===== config.mk =====
export PLATFORM = sky130hd
export DESIGN_NAME = alu_share_ctrl
export DESIGN_NICKNAME = d
export VERILOG_FILES = /design/src/rtl/alu_ctrl_pkg.sv /design/src/rtl/alu.sv /design/src/rtl/rr_arb2.sv /design/src/rtl/alu_share_ctrl.sv
export SDC_FILE = /design/constraint.sdc
export NUM_CORES = 1
export LEC_CHECK = 0
export BUFFER_PORTS_ARGS = -buffer_cell sky130_fd_sc_hd__buf_2
export CAP_MARGIN = 30
export CELL_PAD_IN_SITES_DETAIL_PLACEMENT = 0
export CELL_PAD_IN_SITES_GLOBAL_PLACEMENT = 2
export CORE_UTILIZATION = 33
export CTS_BUF_LIST = sky130_fd_sc_hd__clkbuf_2 sky130_fd_sc_hd__clkbuf_4 sky130_fd_sc_hd__clkbuf_8
export DETAILED_ROUTE_END_ITERATION = 8
export GPL_TIMING_DRIVEN = 1
export PLACE_DENSITY_LB_ADDON = 0.1
export SLEW_MARGIN = 40
export SYNTH_ARGS = -nofsm -noshare
export SYNTH_HDL_FRONTEND = slang
export SYNTH_SLANG_ARGS = --single-unit

===== constraint.sdc =====
create_clock -name clk -period 9.55 [get_ports clk]
set_input_delay 1.91 -clock clk [delete_from_list [all_inputs] [get_ports clk]]
set_output_delay 1.91 -clock clk [all_outputs]
set_load 0.05 [all_outputs]

===== src/rtl/alu_ctrl_pkg.sv =====
// Shared definitions for the two-requester ALU sharing controller:
// op codes, controller state encoding and op legality check.
package alu_ctrl_pkg;

  localparam logic [3:0] OP_AND  = 4'b0000;
  localparam logic [3:0] OP_OR   = 4'b0001;
  localparam logic [3:0] OP_ADD  = 4'b0010;
  localparam logic [3:0] OP_SUB  = 4'b0110;
  localparam logic [3:0] OP_PASB = 4'b0111;
  localparam logic [3:0] OP_NOR  = 4'b1100;

  typedef enum logic [1:0] {IDLE, EXEC, RESP} share_state_t;

  function automatic logic is_legal_op(input logic [3:0] op);
    case (op)
      OP_AND, OP_OR, OP_ADD, OP_SUB, OP_PASB, OP_NOR: return 1'b1;
      default:                                        return 1'b0;
    endcase
  endfunction

endpackage


===== src/rtl/alu.sv =====
// Combinational N-bit ALU; unsupported op codes yield zero.
module alu
  import alu_ctrl_pkg::*;
#(
  parameter int N = 64
) (
  input  logic [N-1:0] i_a,
  input  logic [N-1:0] i_b,
  input  logic [3:0]   i_op,
  output logic [N-1:0] o_result
);

  always_comb begin
    o_result = '0;
    case (i_op)
      OP_AND:  o_result = i_a & i_b;
      OP_OR:   o_result = i_a | i_b;
      OP_ADD:  o_result = i_a + i_b;
      OP_SUB:  o_result = i_a - i_b;
      OP_PASB: o_result = i_b;
      OP_NOR:  o_result = ~(i_a | i_b);
      default: o_result = '0;
    endcase
  end

endmodule


===== src/rtl/rr_arb2.sv =====
// Two-way round-robin arbiter; on a tie the requester not granted last time wins.
module rr_arb2 (
  input  logic       clk,
  input  logic       reset,
  input  logic [1:0] i_req,
  input  logic       i_advance,
  output logic [1:0] o_grant
);

  logic r_last_grant;

  always_comb begin
    o_grant = 2'b00;
    case (i_req)
      2'b01:   o_grant = 2'b01;
      2'b10:   o_grant = 2'b10;
      2'b11:   o_grant = r_last_grant ? 2'b01 : 2'b10;
      default: o_grant = 2'b00;
    endcase
  end

  // Starting at 1 makes requester 0 the winner of the first tie.
  always_ff @(posedge clk or posedge reset) begin
    if (reset)
      r_last_grant <= 1'b1;
    else if (i_advance && (o_grant != 2'b00))
      r_last_grant <= o_grant[1];
  end

endmodule


===== src/rtl/alu_share_ctrl.sv =====
// Shares one ALU between two valid/ready requesters: arbitrate, latch operands,
// execute, then hold the result until the owning requester takes it.
module alu_share_ctrl
  import alu_ctrl_pkg::*;
#(
  parameter int N    = 64,
  parameter int NREQ = 2
) (
  input  logic              clk,
  input  logic              reset,
  input  logic [NREQ-1:0]   req_valid,
  output logic [NREQ-1:0]   req_ready,
  input  logic [NREQ*N-1:0] req_a,
  input  logic [NREQ*N-1:0] req_b,
  input  logic [NREQ*4-1:0] req_op,
  output logic [NREQ-1:0]   rsp_valid,
  input  logic [NREQ-1:0]   rsp_ready,
  output logic [N-1:0]      rsp_result,
  output logic              rsp_zero,
  output logic              rsp_illegal,
  output logic              busy
);

  share_state_t r_state, w_next;
  logic [N-1:0] r_a, r_b, r_result;
  logic [3:0]   r_op;
  logic         r_owner, r_zero, r_illegal;
  logic [1:0]   w_grant;
  logic [N-1:0] w_alu_result;
  logic         w_idle, w_accept;

  assign w_idle   = (r_state == IDLE);
  assign w_accept = w_idle && (w_grant != 2'b00);

  rr_arb2 u_arb (
    .clk       (clk),
    .reset     (reset),
    .i_req     (req_valid),
    .i_advance (w_idle),
    .o_grant   (w_grant)
  );

  alu #(.N(N)) u_alu (
    .i_a      (r_a),
    .i_b      (r_b),
    .i_op     (r_op),
    .o_result (w_alu_result)
  );

  // Grant is gated by reset so req_ready drops the instant reset asserts.
  always_comb begin
    w_next    = r_state;
    req_ready = 2'b00;
    case (r_state)
      IDLE: begin
        if (!reset) req_ready = w_grant;
        if (w_grant != 2'b00) w_next = EXEC;
      end
      EXEC:    w_next = RESP;
      RESP:    if (rsp_ready[r_owner]) w_next = IDLE;
      default: w_next = IDLE;
    endcase
  end

  always_ff @(posedge clk or posedge reset) begin
    if (reset) r_state <= IDLE;
    else       r_state <= w_next;
  end

  always_ff @(posedge clk or posedge reset) begin
    if (reset) begin
      r_a       <= '0;
      r_b       <= '0;
      r_op      <= '0;
      r_owner   <= 1'b0;
      r_result  <= '0;
      r_zero    <= 1'b0;
      r_illegal <= 1'b0;
    end else begin
      if (w_accept) begin
        r_owner <= w_grant[1];
        r_a     <= w_grant[1] ? req_a[2*N-1:N] : req_a[N-1:0];
        r_b     <= w_grant[1] ? req_b[2*N-1:N] : req_b[N-1:0];
        r_op    <= w_grant[1] ? req_op[7:4]    : req_op[3:0];
      end
      if (r_state == EXEC) begin
        r_result  <= w_alu_result;
        r_zero    <= (w_alu_result == '0);
        r_illegal <= !is_legal_op(r_op);
      end
    end
  end

  assign rsp_valid   = (r_state == RESP) ? (r_owner ? 2'b10 : 2'b01) : 2'b00;
  assign rsp_result  = r_result;
  assign rsp_zero    = r_zero;
  assign rsp_illegal = r_illegal;
  assign busy        = !w_idle;

endmodule


==> out/metrics.cfg <==
[grt]
grt-ovfl-total = 0
antenna_found_initial = 2
grt_pass1_wl_um = 106000
grt_pass1_vias = 16400
grt_usage_pct = 26.0
grt_start_max_net_pins = 100

[sta]
tightest_slew_ns = 0.908
relSlewSlack_pct = 37.9
period_minus_slack_ns = 7.41
setup-tns-final_ns = 0
fmax_ghz = 0.135
setup_viol = 0
grt_setup_unrepaired = false
period_share_pct = 77.6
finalHoldViolations = 0
fin_skew_ns = 0.0395
hold_ws_ns = 0.469
finalMaxSlewViolations = 0

[layout]
multi_input_area_mm2 = 0.0113
drive_gt1_share_pct = 19.5
synthToLayoutAreaGrowth_pct = 17.2
num-nets-final = 2762
fin_util_pct = 39.2
final_cell_mix = buf_2, a21oi_1, nor2_1
mostFrequentLayoutCell = buf_2
layout.area.seq_mm2 = 0.00506
nFillCells = 5418

[die]
fp.coreArea_mm2 = 0.0514
io_pins = 341
rows = 83
die_area_mm2 = 0.0530
start_util_pct = 33.5
die_w_um = 230
die_h_um = 230

[critical_path]
worstPathRequired_ns = 10.04
cp_slowest_cell = nor4_1
endpoint_kind = flop
max_stage_delay_ns = 0.57
crit_family = simple AND/OR/NAND/NOR gates
worstSetupStartpoint = r_b[0]$_DFFE_PP0P_
start_kind = flop
r2r-start = r_b[0]$_DFFE_PP0P_
critPathMaxFanout = 7
criticalPathCategory = reg2reg
crit_buf_inv = 2
crit_arrival_ns = 7.90

[drt]
via_per_inst = 5.66
ant_nets = 0
post-route-drc-count = 0
via_count = 17700
dr.pass1.iters = 5
drt-total-wl_um = 70300
drt-initial-drc-count = 1305
wl_per_cell_um = 22.4

[run_status]
status = finished clean

[cts]
cts_root_buffer = clkbuf_8
cts-buffers-inserted = 39
cts_hold_buf = 0
postCtsSetupRepairBufs = 0
clock-sinks = 202
htree_levels = 2
cts_max_path_buffers = 3
insertion_delay_ns = 0.63
cts_resized = 0
clk_pin_slew_ns = 0.06
cts_tree = done

[logic_synthesis]
synthArstFlopShare_pct = 100
synthXorXnorAreaFrac_pct = 5.24
synth_compound_area_share_pct = 28.0
syn_nets = 2544
synth_top_family_by_area = compound AO/OA/AOI/OAI gates
synth-seq-area-share_pct = 29.4
synth_seq_cells = 202
yosys.area_share.simple_pct = 18.2
synth_mux_area_share_pct = 8.04
syn-instance-count = 2207
synth_edf_count = 0
synthFlopType = dfrtp_1
post_synth_num_cell_types = 84
synth_fa_ha_area_share_pct = 5.91
postSynthAreaPerCell_um2 = 7.79
syn_area_mm2 = 0.0172
yosys_warnings = 0

[placed_design]
port_buffers = 340
routabilityCongestion = 0.920
hpwl_um = 55000

[worst_hold_path]
worstHoldStart = rsp_result[19]$_DFFE_PP0N_
hold_class = reg2reg

[job]
cap_violations = 0

metrics by stage:
step / instances / setup slack (ns) / cell area (um^2)
after CTS: 3130 / 1.94 / 20100
final: 3132 / 2.14 / 20200
after global routing: 3131 / 1.68 / 20200
after detailed placement: 3064 / 2.01 / 19300
after global placement: 3063 / 1.72 / 19200
after floorplan: 2207 / 0.611 / 17200
cells by family after synthesis:
logic type | after synthesis
buffers and inverters | 223
muxes | 138
DFF | 202
and+or+nand+nor | 680
AOI/OAI and AO/OA | 777
xor gates and xnor gates | 103
adders and majority gates | 84
layout make-up:
cell class                 instances  area share, %
multi-input combinational       1782           56.1
sequential                       202           25.1
timing repair buffer             369           9.73
tap                              680           4.22
clock buffer                      59           3.72
inverter                          31          0.614
clock inverter                     7          0.490
antenna                            2         0.0248
synthesized netlist by cell type (all sizes together) (9+ instances only):
library cell,n,area (um^2)
dfrtp,201,5030
a22oi,24,180
nand2,195,732
nand2b,13,81.3
clkbuf,148,558
buf,44,214
ha,66,826
mux2i,136,1360
or4,16,131
a21oi,294,1480
xor2,56,490
o21bai,12,90.1
a211oi,14,105
nand4,46,288
o21a,18,135
nor4,18,134
nand3,23,120
o31ai,16,120
a31oi,13,81.3
xnor2,47,412
a22o,86,753
maj3,17,170
or3,9,66.3
o41ai,9,78.8
a221oi,10,87.6
nor3,53,270
o211ai,18,135
inv,31,116
a21o,15,113
o21ai,193,970
nor2,263,987
registers in the layout, indices dropped and copies added (netlist names):
| signal | flops |
|---|---|
| rsp_illegal | 1 |
| rsp_result | 64 |
| r_state | 2 |
| r_a | 64 |
| u_arb.r_last_grant | 1 |
| rsp_zero | 1 |
| r_op | 4 |
| r_b | 64 |
| r_owner | 1 |
worst paths after layout:
| kind | depth (start not counted) | slack, ns | end |
|---|---|---|---|
| max in group asynchronous | 3 | 7.10 | rsp_result[38]$_DFFE_PP0N_ |
| worst min-delay path | 2 | 0.47 | rsp_result[19]$_DFFE_PP0N_ |
| min in group asynchronous | 2 | 1.38 | r_b[47]$_DFFE_PP0P_ |
| worst max register to register | 26 | 2.14 | rsp_zero$_DFFE_PP0N_ |
| worst max-delay path | 26 | 2.14 | rsp_zero$_DFFE_PP0N_ |
| worst min register to register | 2 | 0.47 | rsp_result[19]$_DFFE_PP0N_ |
worst reg2reg max path, delay by kind of cell (launching register included):
family	cells	cell delay [ns]
simple gates	10	3.12
compound gates	11	2.73
fa+ha+maj	2	0.56
flops	1	0.46
buf+inv	2	0.30
xor+xnor	1	0.12
layer usage:
metal | part of all wire [%] | global-route usage [%]
met3 | 6.0 | 3.84
met5 | 0 | 0
met1 | 50 | 39.9
met4 | 1.5 | 5.53
met2 | 42 | 37.9
Power is not shown: default switching activity piles up to over one toggle a cycle in this logic, so the estimate is an artifact.
